## src/rtl/am_dac_pkg.sv

```systemverilog
// Shared constants and types for the AM 1-bit DAC: default sample and counter
// widths, and the output-mode encoding.
package am_dac_pkg;

  localparam int DEFAULT_WIDTH       = 7;
  localparam int DEFAULT_COUNT_WIDTH = 7;

  typedef enum logic {
    PWM         = 1'b0,
    SIGMA_DELTA = 1'b1
  } dac_mode_t;

  function automatic int max_int(input int a, input int b);
    return (a > b) ? a : b;
  endfunction

endpackage

```

## src/rtl/sd_modulator.sv

```systemverilog
// First-order sigma-delta modulator: the carry out of a WIDTH-bit phase
// accumulator is the 1-bit output, so its density equals din / 2**WIDTH.
module sd_modulator #(
  parameter int WIDTH = 7
) (
  input  logic             clk,
  input  logic             reset_n,
  input  logic             enable,
  input  logic             clear,
  input  logic [WIDTH-1:0] din,
  output logic             bit_out
);

  logic [WIDTH:0] acc_q;
  logic [WIDTH:0] acc_d;

  always_comb begin
    acc_d = acc_q;
    if (enable) begin
      if (clear) begin
        acc_d = '0;
      end else begin
        // The previous carry is dropped before adding, leaving a fresh carry bit.
        acc_d = {1'b0, acc_q[WIDTH-1:0]} + {1'b0, din};
      end
    end
  end

  always_ff @(posedge clk or negedge reset_n) begin
    if (!reset_n) begin
      acc_q <= '0;
    end else begin
      acc_q <= acc_d;
    end
  end

  assign bit_out = acc_q[WIDTH];

endmodule

```

## src/rtl/am_pwm_dac.sv

```systemverilog
// 1-bit DAC for AM samples: PWM or sigma-delta output, with period, duty and
// mode double-buffered so that changes only take effect at a period wrap.
module am_pwm_dac
  import am_dac_pkg::*;
#(
  parameter int WIDTH       = DEFAULT_WIDTH,
  parameter int COUNT_WIDTH = DEFAULT_COUNT_WIDTH
) (
  input  logic                   clk,
  input  logic                   reset_n,
  input  logic                   enable,
  input  logic                   mode,
  input  logic [WIDTH-1:0]       duty_cycle,
  input  logic                   duty_valid,
  input  logic [COUNT_WIDTH-1:0] count_value,
  output logic                   pwm_out,
  output logic                   zero
);

  localparam int CMP_W = max_int(WIDTH, COUNT_WIDTH);

  logic [COUNT_WIDTH-1:0] cnt_q, cnt_d;
  logic [COUNT_WIDTH-1:0] active_period_q, active_period_d;
  logic [WIDTH-1:0]       shadow_duty_q, shadow_duty_d;
  logic [WIDTH-1:0]       active_duty_q, active_duty_d;
  dac_mode_t              active_mode_q, active_mode_d;
  logic                   pwm_q, pwm_d;
  logic                   zero_q, zero_d;

  dac_mode_t              mode_in;
  logic                   wrap;
  logic                   sd_clear;
  logic                   sd_bit;
  logic [CMP_W-1:0]       cnt_ext;
  logic [CMP_W-1:0]       duty_ext;

  assign mode_in  = dac_mode_t'(mode);
  assign cnt_ext  = CMP_W'(cnt_q);
  assign duty_ext = CMP_W'(active_duty_q);
  assign wrap     = enable && (cnt_q == active_period_q);
  assign sd_clear = wrap && (mode_in != active_mode_q);

  always_comb begin
    cnt_d           = cnt_q;
    active_period_d = active_period_q;
    shadow_duty_d   = shadow_duty_q;
    active_duty_d   = active_duty_q;
    active_mode_d   = active_mode_q;
    pwm_d           = pwm_q;
    zero_d          = zero_q;
    if (enable) begin
      cnt_d  = wrap ? '0 : cnt_q + COUNT_WIDTH'(1);
      zero_d = wrap;
      if (duty_valid) begin
        shadow_duty_d = duty_cycle;
      end
      // Active duty takes the shadow as it was before this cycle's capture.
      if (wrap) begin
        active_duty_d   = shadow_duty_q;
        active_period_d = count_value;
        active_mode_d   = mode_in;
      end
      if (active_mode_q == SIGMA_DELTA) begin
        pwm_d = sd_bit;
      end else begin
        pwm_d = (cnt_ext < duty_ext);
      end
    end
  end

  always_ff @(posedge clk or negedge reset_n) begin
    if (!reset_n) begin
      cnt_q           <= '0;
      active_period_q <= '1;
      shadow_duty_q   <= '0;
      active_duty_q   <= '0;
      active_mode_q   <= PWM;
      pwm_q           <= 1'b0;
      zero_q          <= 1'b0;
    end else begin
      cnt_q           <= cnt_d;
      active_period_q <= active_period_d;
      shadow_duty_q   <= shadow_duty_d;
      active_duty_q   <= active_duty_d;
      active_mode_q   <= active_mode_d;
      pwm_q           <= pwm_d;
      zero_q          <= zero_d;
    end
  end

  sd_modulator #(
    .WIDTH(WIDTH)
  ) u_sd_modulator (
    .clk    (clk),
    .reset_n(reset_n),
    .enable (enable),
    .clear  (sd_clear),
    .din    (active_duty_q),
    .bit_out(sd_bit)
  );

  assign pwm_out = pwm_q;
  assign zero    = zero_q;

endmodule

```

## config.mk

```make
export PLATFORM = sky130hd
export DESIGN_NAME = am_pwm_dac
export DESIGN_NICKNAME = d
export VERILOG_FILES = /design/src/rtl/am_dac_pkg.sv /design/src/rtl/sd_modulator.sv /design/src/rtl/am_pwm_dac.sv
export SDC_FILE = /design/constraint.sdc
export NUM_CORES = 1
export LEC_CHECK = 0
export ABC_AREA = 1
export CAP_MARGIN = 20
export CORE_MARGIN = 4
export CORE_UTILIZATION = 45
export DETAILED_ROUTE_END_ITERATION = 7
export PLACE_DENSITY = 0.65
export SYNTH_ARGS = -nofsm -noshare
export SYNTH_HDL_FRONTEND = slang
export SYNTH_SLANG_ARGS = --single-unit
```

## constraint.sdc

```tcl
create_clock -name clk -period 4.5 [get_ports clk]
set_clock_uncertainty 0.05 [all_clocks]
set_input_delay 1.125 -clock clk [delete_from_list [all_inputs] [get_ports clk]]
set_output_delay 1.125 -clock clk [all_outputs]
set_load 0.02 [all_outputs]
```

# After elaboration in Yosys (flattened, before gate mapping)
# Index checks and enable logic that the tools add are counted.
op_classes:
  n_addsub: 2
  n_lt_le_gt_ge: 1
  eq_ne: 2
  mux: 3
  reduce_logical: 4
op_table:
  columns: ["cell", "count"]
  rows:
  - ["$add A7 B7 Y8", 1]
  - ["$mux W8", 1]
  - ["$add A7 B1 Y7 const B", 1]
  - ["$eq A7 B7 Y1", 1]
  - ["$lt A7 B7 Y1", 1]
  - ["$mux W7", 1]
  - ["$reduce_and A2 Y1", 2]
  - ["$logic_and A1 B1 Y1", 2]
  - ["$mux W1", 1]
  - ["$ne A1 B1 Y1", 1]
word_totals:
  regBits: 39
  inputBits: 19
  out_inout_bits: 2
  word_cells: 20

# Depth between registers and ports, before layout
# Gate-level depths: netlist (run 1).
logic_depth:
  depth_word: 4
  depth_mapped: 11
  ltp_nobuf: 10

# Modules after synthesis
# From an unflattened synthesis (run 1), not the netlist that was laid out.
hier_totals:
  hier_cells: 275
  area_unflattened_um2: 2220.9
modules_own_cells:
  columns: ["mod", "instances", "cells_each", "area_each_um2", "seq_area_each_um2"]
  rows:
  - ["am_pwm_dac", 1, 198, 1625.3, 784.5]
  - ["sd_modulator", 1, 77, 595.6, 200.2]

# Worst setup path before layout (run 1)
# No wires, ideal clock.
synth_timing:
  path_type: "input-to-reg"
  from: "input port enable"
  to: "register cnt_q[0], in the netlist cnt_ext[0]"
  setup_ps: 134
  arrival_ps: 1910
  required_time_ps: 4316
  path_slack_ps: 2407
  path_stages: 9
  n_path_buf: 2
  cell_sequence: "buf_4 -> inv_2 -> a21oi_2 -> nand2_1 -> nor2_2 -> nand2_2 -> buf_4 -> nand3_1 -> o21ai_0"
synth_via:
  elab_chain_cells: 2
synth_rtl:
  columns: ["element", "line", "text"]
  rows:
  - ["start: declaration", "am_pwm_dac.sv:11", "input logic enable,"]
  - ["$logic_and A1 B1 Y1", "am_pwm_dac.sv:40", "assign wrap = enable && (cnt_q == active_period_q);"]
  - ["$mux W7", "am_pwm_dac.sv:52", "cnt_d = wrap ? '0 : cnt_q + COUNT_WIDTH'(1);"]
  - ["end signal: assignment", "am_pwm_dac.sv:81", "cnt_q <= cnt_d;"]
  - ["end: declaration", "am_pwm_dac.sv:22", "logic [COUNT_WIDTH-1:0] cnt_q, cnt_d;"]
# Several ways; a longest one is shown, not always the timed one.
# A chain may end at the register's enable or synchronous reset.

# Worst setup path in the final report (run 1)
layout_timing:
  from: "input port enable"
  to: "register active_period_q[0]"
layout_via:
  elab_chain_cells: 2
layout_rtl:
  columns: ["element", "line", "text"]
  rows:
  - ["$logic_and A1 B1 Y1", "am_pwm_dac.sv:40", null]
  - ["$reduce_and A2 Y1 (no source line) *", null, null]
  - ["end signal: assignment", "am_pwm_dac.sv:82", "active_period_q <= active_period_d;"]
  - ["end: declaration", "am_pwm_dac.sv:23", "logic [COUNT_WIDTH-1:0] active_period_q, active_period_d;"]
# Every way passes the cells marked *; elsewhere a longest branch is shown, timed or not.

==> out/results.ini, run 1 <==
[status]
status=finished clean

[critical_path]
crit_fanout=21
crit_top_cell=nand2_1
cp-start-kind=input port
critPathKind=in -> reg
cp-end-kind=register
path_buf_inv=3
slowest_delay_ps=860
cp.required_ps=4670
crit_path_cell_trace=clkdlybuf4s50_1 > inv_2 > a21oi_2 > nand2_1 > nor2_2 > nand2_2 > inv_4 > nand2_1 > o21ai_0
crit_family=buffers and inverters
cp.arrival_ps=3250
slowest_stage=clkdlybuf4s50_1

[logic_synthesis]
ys_seq_area_frac=0.4581
yosys.area.top_type=dfrtp_1
yosysUniqueCellTypes=24
synth_cells=276
ys_ff_latch=39
synthTopCellsByArea=dfrtp_1 37%, nand2_1 15%, dfstp_2 8.6%
synthDominantCellAreaShare=0.3725
syn_avg_cell_area_um2=7.788
netlist_area_mm2=0.002150
synth_warnings=0
syn_nets=310

[power]
ir_drop_v=0.0002076
power.density_mw_per_mm2=544.1
leakage_nw=1.330

[timing]
setup_tns_ps=0
final.min_clock_period_ps=3077
max_slew.worst_pin.slew_ps=856.1
fin_crit_sh=0.6838
maxSlewViolCount=0
fin_ws_ps=1423
rsz0062_at_grt=false
setup-violations-final=0
hold_violations=0
slew_headroom=0.4293
max_freq_mhz=325.0

[clocking]
clk_pin_slew_ps=80
tritoncts=yes
cts_setup_buffers=0
cts.root.buffer_cell=clkbuf_8
cts_hold_buf=0
htree_levels=2
clockBufferDepth=2
cts.sinks=39
worstSkewPairLatency_ps=290
cts_resized=0
cts_buffers=5

[grt]
grt-ovfl-total=0
antenna_found_initial=0
grt_max_degree=40
grt_pass1_vias=1571
grtUsageTotal=0.1550
grt_pass1_wl_mm=7.245

[layout]
num_antenna_cells=0
drive_gt1_frac=0.07744
layout.nets=330
final_common_cell=nand2_1
final_cell_mix=87 x nand2_1, 41 x inv_1, 32 x dfrtp_1
syn2layout_area_growth_pct=14.26

[routing]
drc_errors=0
drt-total-wl_mm=4.167
viasPerCell=4.848
drtIter0Drc=105
vias=1692
dr.pass1.iters=4
ant_nets=0
wire_per_inst_um=11.94

[die]
core-area_mm2=0.004474
die_width_um=77.12
die_area_mm2=0.005947
io_pins=21
initial_core_util=0.4804
die_h_um=77.12
num_rows=24

[placement]
gp_congestion=0.8141
place_ws_ps=1120
dpl.hpwl_mm=3.089
port_buffers=20

[run]
maxCapViolations=0

[hold_path]
min_path_type=reg -> reg

-- metal layers --
layer / vias to the layer above / routed length (µm) / GRT usage
li1: 902 / - / -
met1: 759 / 2129 / 0.2184
met2: 26 / 1799 / 0.2239
met3: 5 / 154 / 0.03864
met4: 0 / 84 / 0.06940
met5: - / 0 / 0
-- area by class of cell --
type | count | area, µm²
repair buffers | 20 | 195.2
inverters | 44 | 167.7
clock inverters | 3 | 20.02
multi-input cells | 186 | 954.7
clock buffers | 5 | 68.82
flip-flops and latches | 39 | 984.7
fillers | 402 | 2018
well taps | 52 | 65.06
-- power by group --
group          total, mW  switching [mW]  internal, mW
registers          0.573          0.0999         0.473
clock network      0.235           0.128         0.108
logic              0.528           0.305         0.223
total               1.34           0.533         0.804
-- sequential cells by signal (all words and copies together) (netlist names) --
name,count
active_duty_q,7
active_mode_q,1
active_period_q,7
cnt_ext,7
pwm_out,1
shadow_duty_q,7
u_sd_modulator.acc_q,8
zero,1
-- cells by family (layout without fill, tap and decap cells) --
kind of cell / after synthesis / after routing / synth area share
compound gates: 34 / 34 / 0.08091
xor+xnor: 6 / 6 / 0.02445
fa+ha+maj: 15 / 15 / 0.09080
buf+inv: 51 / 72 / 0.09779
flops: 39 / 39 / 0.4581
simple gates: 131 / 131 / 0.2480
-- tightest hold or removal path, stage by stage, from the launching register on --
cell	delay, ps
dfrtp_1	350
nand2_1	50
nand2_1	60
-- final timing paths --
check | cells past startpoint | endpoint | slack (ps) | startpoint
worst max-delay path | 9 | active_period_q[0]$_DFFE_PN1P_ | 1420 | enable
worst min-delay path | 2 | u_sd_modulator.acc_q[6]$_DFFE_PN0P_ | 440 | u_sd_modulator.acc_q[6]$_DFFE_PN0P_
worst max register to register | 9 | u_sd_modulator.acc_q[4]$_DFFE_PN0P_ | 2700 | active_duty_q[0]$_DFFE_PN0P_
worst min register to register | 2 | u_sd_modulator.acc_q[6]$_DFFE_PN0P_ | 440 | u_sd_modulator.acc_q[6]$_DFFE_PN0P_
max in group asynchronous | 1 | cnt_ext[3]$_DFFE_PN0P_ | 2980 | reset_n
min in group asynchronous | 1 | u_sd_modulator.acc_q[3]$_DFFE_PN0P_ | 870 | reset_n
-- synth_stat cells --
library cell,number
nand2_2,1
nor4_1,1
fa_1,1
a21oi_2,1
o21ai_0,8
nand4_1,1
dfstp_2,7
nor3_1,3
inv_4,1
o21ai_1,9
a21oi_1,16
ha_1,14
dfrtp_1,32
inv_1,41
buf_2,1
inv_2,2
clkbuf_1,3
nor2_1,16
nand2_1,87
xor2_1,6
buf_6,1
nor2_2,2
buf_4,2
nand3_1,20
-- per-stage QoR --
| stage | area, µm² | cells | total power [mW] | hold WS, ps | utilization |
|---|---|---|---|---|---|
| 6_report | 2456 | 349 | 1.336 | 443.4 | 0.5489 |
| 2_1_floorplan | 2150 | 276 | 0.9642 | 399.4 | - |
| 5_1_grt | 2456 | 349 | 1.473 | 448.5 | 0.5489 |
| 3_5_place_dp | 2367 | 341 | 1.108 | 424.0 | 0.5291 |
| 4_1_cts | 2456 | 349 | 1.352 | 443.9 | 0.5489 |
| 3_3_place_gp | 2367 | 341 | 1.095 | 422.8 | 0.5291 |
(Power assumes the default switching activity.)
==> run 2: changes to the inputs <==
--- a/config.mk
+++ b/config.mk
@@ -10,7 +10,7 @@
 export CORE_MARGIN = 4
 export CORE_UTILIZATION = 45
 export DETAILED_ROUTE_END_ITERATION = 7
-export PLACE_DENSITY = 0.65
+export PLACE_DENSITY = 0.68
 export SYNTH_ARGS = -nofsm -noshare
 export SYNTH_HDL_FRONTEND = slang
 export SYNTH_SLANG_ARGS = --single-unit
==> constraint.sdc (replaced) <==
create_clock -name clk -period 2.7 [get_ports clk]
set_clock_uncertainty 0.05 [all_clocks]
set_input_delay 0.675 -clock clk [delete_from_list [all_inputs] [get_ports clk]]
set_output_delay 0.675 -clock clk [all_outputs]
set_load 0.02 [all_outputs]
==> run 2 against run 1 <==
Net effect:
- hold slack got worse by 4.3 ps
- flip-flop and latch count is the same
- critical path depth is the same
- clock power grew 66%
- wire length up 1.2%
- register-to-register slack got worse by 1800 ps
- sequential share of layout area down 0.061 points
- setup slack got worse by 800 ps
- sequential power is 68% higher
- via count rose by 0.41%
- critical path type unchanged
- largest cell class unchanged
- highest routed layer unchanged
==> out/results.ini, run 2 (same netlist as run 1, synthesis figures left out) <==
[status]
status=finished clean

[grt]
grt-ovfl-total=0
antenna_found_initial=0
gr-usage-met2=0.2343
busiest_layer=met2
met3_usage=0.03279
grt_max_degree=40
grt_pass1_vias=1593
grt.met1_usage=0.2119
grtUsageTotal=0.1551
grt_pass1_wl_mm=7.369

[layout]
nFillCells=423
largest_reg_flops=8
final_cell_mix=87 x nand2_1, 41 x inv_1, 32 x dfrtp_1
syn2layout_area_growth_pct=14.44
largest-register=u_sd_modulator.acc_q
layout.nets=331
drive_gt1_frac=0.07718
final_common_cell=nand2_1
num_antenna_cells=0
fin_area_mm2=0.002460

[timing]
maxSlewViolCount=0
setup-violations-final=0
final.min_clock_period_ps=2072
setup_tns_ps=0
max_freq_mhz=482.6
slew_headroom=0.4158
fin_crit_sh=0.7675
rsz0062_at_grt=false
max_slew.worst_pin.slew_ps=876.3
hold_violations=0

[critical_path]
cp-end-kind=register
cp-start-kind=input port
cp.arrival_ps=2240
critPathKind=in -> reg
cp.required_ps=2870
crit_fanout=21

[clocking]
tritoncts=yes
clockBufferDepth=2
cts_setup_buffers=0
cts_buffers=5
cts.root.buffer_cell=clkbuf_8
htree_levels=2
cts_resized=0
cts_hold_buf=0
clk_pin_slew_ps=80
worstSkewPairLatency_ps=300
cts.sinks=39

[routing]
ant_nets=0
viasPerCell=4.854
dr.pass1.iters=4
wire_per_inst_um=12.05
drtIter0Drc=95
drt-total-wl_mm=4.216
drc_errors=0
vias=1699

[placement]
gp_congestion=0.8427
placed_area_mm2=0.002375
dpl.hpwl_mm=3.125
port_buffers=20

[power]
power.density_mw_per_mm2=905.7
ir_drop_v=0.0003486
power.total_mw=2.228
leakage_nw=1.336

[hold_path]
min_path_type=reg -> reg

[die]
die_h_um=77.12
core-area_mm2=0.004474
io_pins=21
num_rows=24
die_area_mm2=0.005947
die_width_um=77.12
initial_core_util=0.4804

[run]
maxCapViolations=0

[run 2: cell types whose count changed in the layout (fill, tap and decap cells not counted)]
cell and delta:
buf_4 +1, clkbuf_1 +1, clkinvlp_4 -1
[run 2: metrics by stage]
step,utilization,instances,worst slack [ps],hold slack (ps)
floorplan,-,276,1057,329.4
global placement,0.5308,342,370.8,417.3
detailed placement,0.5308,342,295.2,424.7
CTS,0.5498,350,617.0,443.0
global route,0.5498,350,466.1,467.7
finish,0.5498,350,627.9,439.1
[run 2: worst paths after layout]
check	start	to	slack (ps)	cells past startpoint
max	enable	active_period_q[2]$_DFFE_PN1P_	630	9
min	u_sd_modulator.acc_q[7]$_DFFE_PN0P_	u_sd_modulator.acc_q[7]$_DFFE_PN0P_	440	2
max reg2reg	active_duty_q[0]$_DFFE_PN0P_	u_sd_modulator.acc_q[4]$_DFFE_PN0P_	880	9
min reg2reg	u_sd_modulator.acc_q[7]$_DFFE_PN0P_	u_sd_modulator.acc_q[7]$_DFFE_PN0P_	440	2
max in group asynchronous	reset_n	shadow_duty_q[6]$_DFFE_PN0P_	1610	1
min in group asynchronous	reset_n	u_sd_modulator.acc_q[6]$_DFFE_PN0P_	450	1
[run 2: power by group]
| part | total (mW) | switching, mW | internal, mW |
|---|---|---|---|
| Combinational | 0.873 | 0.499 | 0.374 |
| Sequential | 0.964 | 0.175 | 0.789 |
| Clock | 0.391 | 0.210 | 0.181 |
[run 2: cell type report]
class	count	area (µm²)	area share
clock inverters	2	12.51	0.005086
clock buffers	6	72.57	0.02950
repair buffers	21	202.7	0.08240
flip-flops and latches	39	984.7	0.4003
multi-input cells	186	954.7	0.3881
well taps	52	65.06	0.02645
inverters	44	167.7	0.06816
[run 2: worst max-delay path, cell delays in order]
cell             delay, ps
clkdlybuf4s50_1        490
inv_2                  120
a21oi_2                120
nand2_1                 60
nor2_2                 120
nand2_2                250
inv_4                  250
nand2_1                 60
o21ai_0                 90
[run 2: per-layer routing]
| metal | wire length, µm | vias up | part of all wire |
|---|---|---|---|
| met3 | 175 | 9 | 0.042 |
| met4 | 99 | 0 | 0.023 |
| li1 | - | 898 | - |
| met1 | 2100 | 760 | 0.50 |
| met5 | 0 | - | 0 |
| met2 | 1841 | 32 | 0.44 |
==> run 3: changes to the inputs <==
==> constraint.sdc (replaced) <==
create_clock -name clk -period 1.9 [get_ports clk]
set_clock_uncertainty 0.05 [all_clocks]
set_input_delay 0.475 -clock clk [delete_from_list [all_inputs] [get_ports clk]]
set_output_delay 0.475 -clock clk [all_outputs]
set_load 0.02 [all_outputs]
==> run 3 against run 2 <==
Net effect:
- first-iteration DRC count rose by 12%
- critical path depth shrank 8
- die area is the same
- sequential share of layout area down 1.1 points
- utilization rose by 1.6 points
- global-route usage up 0.29 points
- final area is 2.8% higher
- flip-flop and latch count stayed put
- highest routed layer unchanged
- clock power rose by 42%
- combinational power rose by 44%
- final cell count increased by 1.7%
- register-to-register slack got worse by 720 ps
- critical endpoint is now pwm_out
==> out/results.ini, run 3 (same netlist as run 1, synthesis figures left out) <==
[power]
power_frac_clock=0.175
ir_drop_v=0.0004642
internal_power_mw=1.921
power.density_mw_per_mm2=1255
switchingPower_mw=1.253
switching_share=0.3948
leakage_nw=1.375
combPwrFrac=0.397
power_frac_seq=0.429

[placement]
dpl.hpwl_mm=3.140
gp_congestion=0.9144
port_buffers=20
dpl.cell_count=348
place_ws_ps=-92.15
placed_area_mm2=0.002445

[layout]
ff_latch_area_um2=984.7
nFillCells=389
final_common_cell=nand2_1
fin_area_mm2=0.002530
final_cell_mix=87 x nand2_1, 41 x inv_1, 32 x dfrtp_1
drive_gt1_frac=0.09539
largest-register=u_sd_modulator.acc_q
largest_reg_flops=8
final_cells=356
utilization=0.5654
layout.nets=337
num_antenna_cells=0
multi_input_area_um2=954.7
syn2layout_area_growth_pct=17.70

[routing]
drc_errors=0
drt-total-wl_mm=4.223
wire_per_inst_um=11.86
vias=1728
drtIter0Drc=106
dr.pass1.iters=4
viasPerCell=4.854
ant_nets=0

[grt]
grt_max_degree=40
grtUsageTotal=0.1580
grt-ovfl-total=0
grt_pass1_vias=1631
grt_pass1_wl_mm=7.527
antenna_found_initial=0

[clocking]
cts_hold_buf=0
cts.sinks=39
tritoncts=yes
cts_resized=0
clockBufferDepth=2
clk_pin_slew_ps=80
htree_levels=2
cts.root.buffer_cell=clkbuf_8
worstSkewPairLatency_ps=290
cts_buffers=5
cts_setup_buffers=0

[run]
maxCapViolations=0

[die]
num_rows=24
die_h_um=77.12
die_width_um=77.12
die_area_mm2=0.005947
initial_core_util=0.4804
io_pins=21
core-area_mm2=0.004474

[critical_path]
crit_fanout=2
path_depth=1
slowest_delay_ps=600
crit_path_cell_trace=clkdlybuf4s50_1
path_buf_inv=1
reg2reg_depth=9
cp.required_ps=1370
crit_family=buffers and inverters
critPathKind=reg -> out
cp.arrival_ps=1240
cp-start-kind=register
slowest_stage=clkdlybuf4s50_1
reg2reg_slack_ps=160
cp-end-kind=output port

[timing]
setup-violations-final=0
fin_crit_sh=0.9305
maxSlewViolCount=0
max_slew.worst_pin.slew_ps=438.3
fin_ws_ps=132.0
rsz0062_at_grt=false
max_freq_mhz=565.6
whs_ps=90.06
final.min_clock_period_ps=1768
hold_violations=0
slew_headroom=0.7071

[status]
status=finished clean

[hold_path]
min_path_type=in -> async

## run 3: path summary, 6_finish.rpt
| check | to | startpoint |
|---|---|---|
| max in group asynchronous | active_period_q[5]$_DFFE_PN1P_ | reset_n |
| max reg2reg | u_sd_modulator.acc_q[4]$_DFFE_PN0P_ | active_duty_q[0]$_DFFE_PN0P_ |
| min | u_sd_modulator.acc_q[3]$_DFFE_PN0P_ | reset_n |
| min reg2reg | u_sd_modulator.acc_q[7]$_DFFE_PN0P_ | u_sd_modulator.acc_q[7]$_DFFE_PN0P_ |
| min in group clk | u_sd_modulator.acc_q[7]$_DFFE_PN0P_ | u_sd_modulator.acc_q[7]$_DFFE_PN0P_ |
| max | pwm_out | pwm_out$_DFFE_PN0P_ |
## run 3: power groups by stage
stage,Sequential [mW],Clock [mW],Combinational [mW]
after floorplan,1.31,0,0.970
after global routing,1.40,0.600,1.50
after detailed placement,1.37,0,1.27
after CTS,1.36,0.565,1.27
after global placement,1.37,0,1.22
final,1.36,0.555,1.26
## run 3: layout make-up
type	count	area share
clock buffers	6	0.02868
clock inverters	2	0.004946
inverters	44	0.06627
multi-input cells	186	0.3773
flip-flops and latches	39	0.3892
well taps	52	0.02572
repair buffers	27	0.1078
## run 3: through the flow
step	power, mW	TNS, ps
final	3.174	0
after CTS	3.196	0
after global routing	3.502	0
after global placement	2.581	-601.2
after detailed placement	2.638	-936.3
after floorplan	2.284	0
## run 3: metal layers
metal  wire (µm)  share of wire  vias to the layer above  track usage
li1            -              -                      913            -
met1        2205           0.52                      788       0.2273
met2        1829           0.43                       22       0.2343
met3         133          0.031                        5      0.03864
met4          55          0.013                        0      0.04804
met5           0              0                        -            0
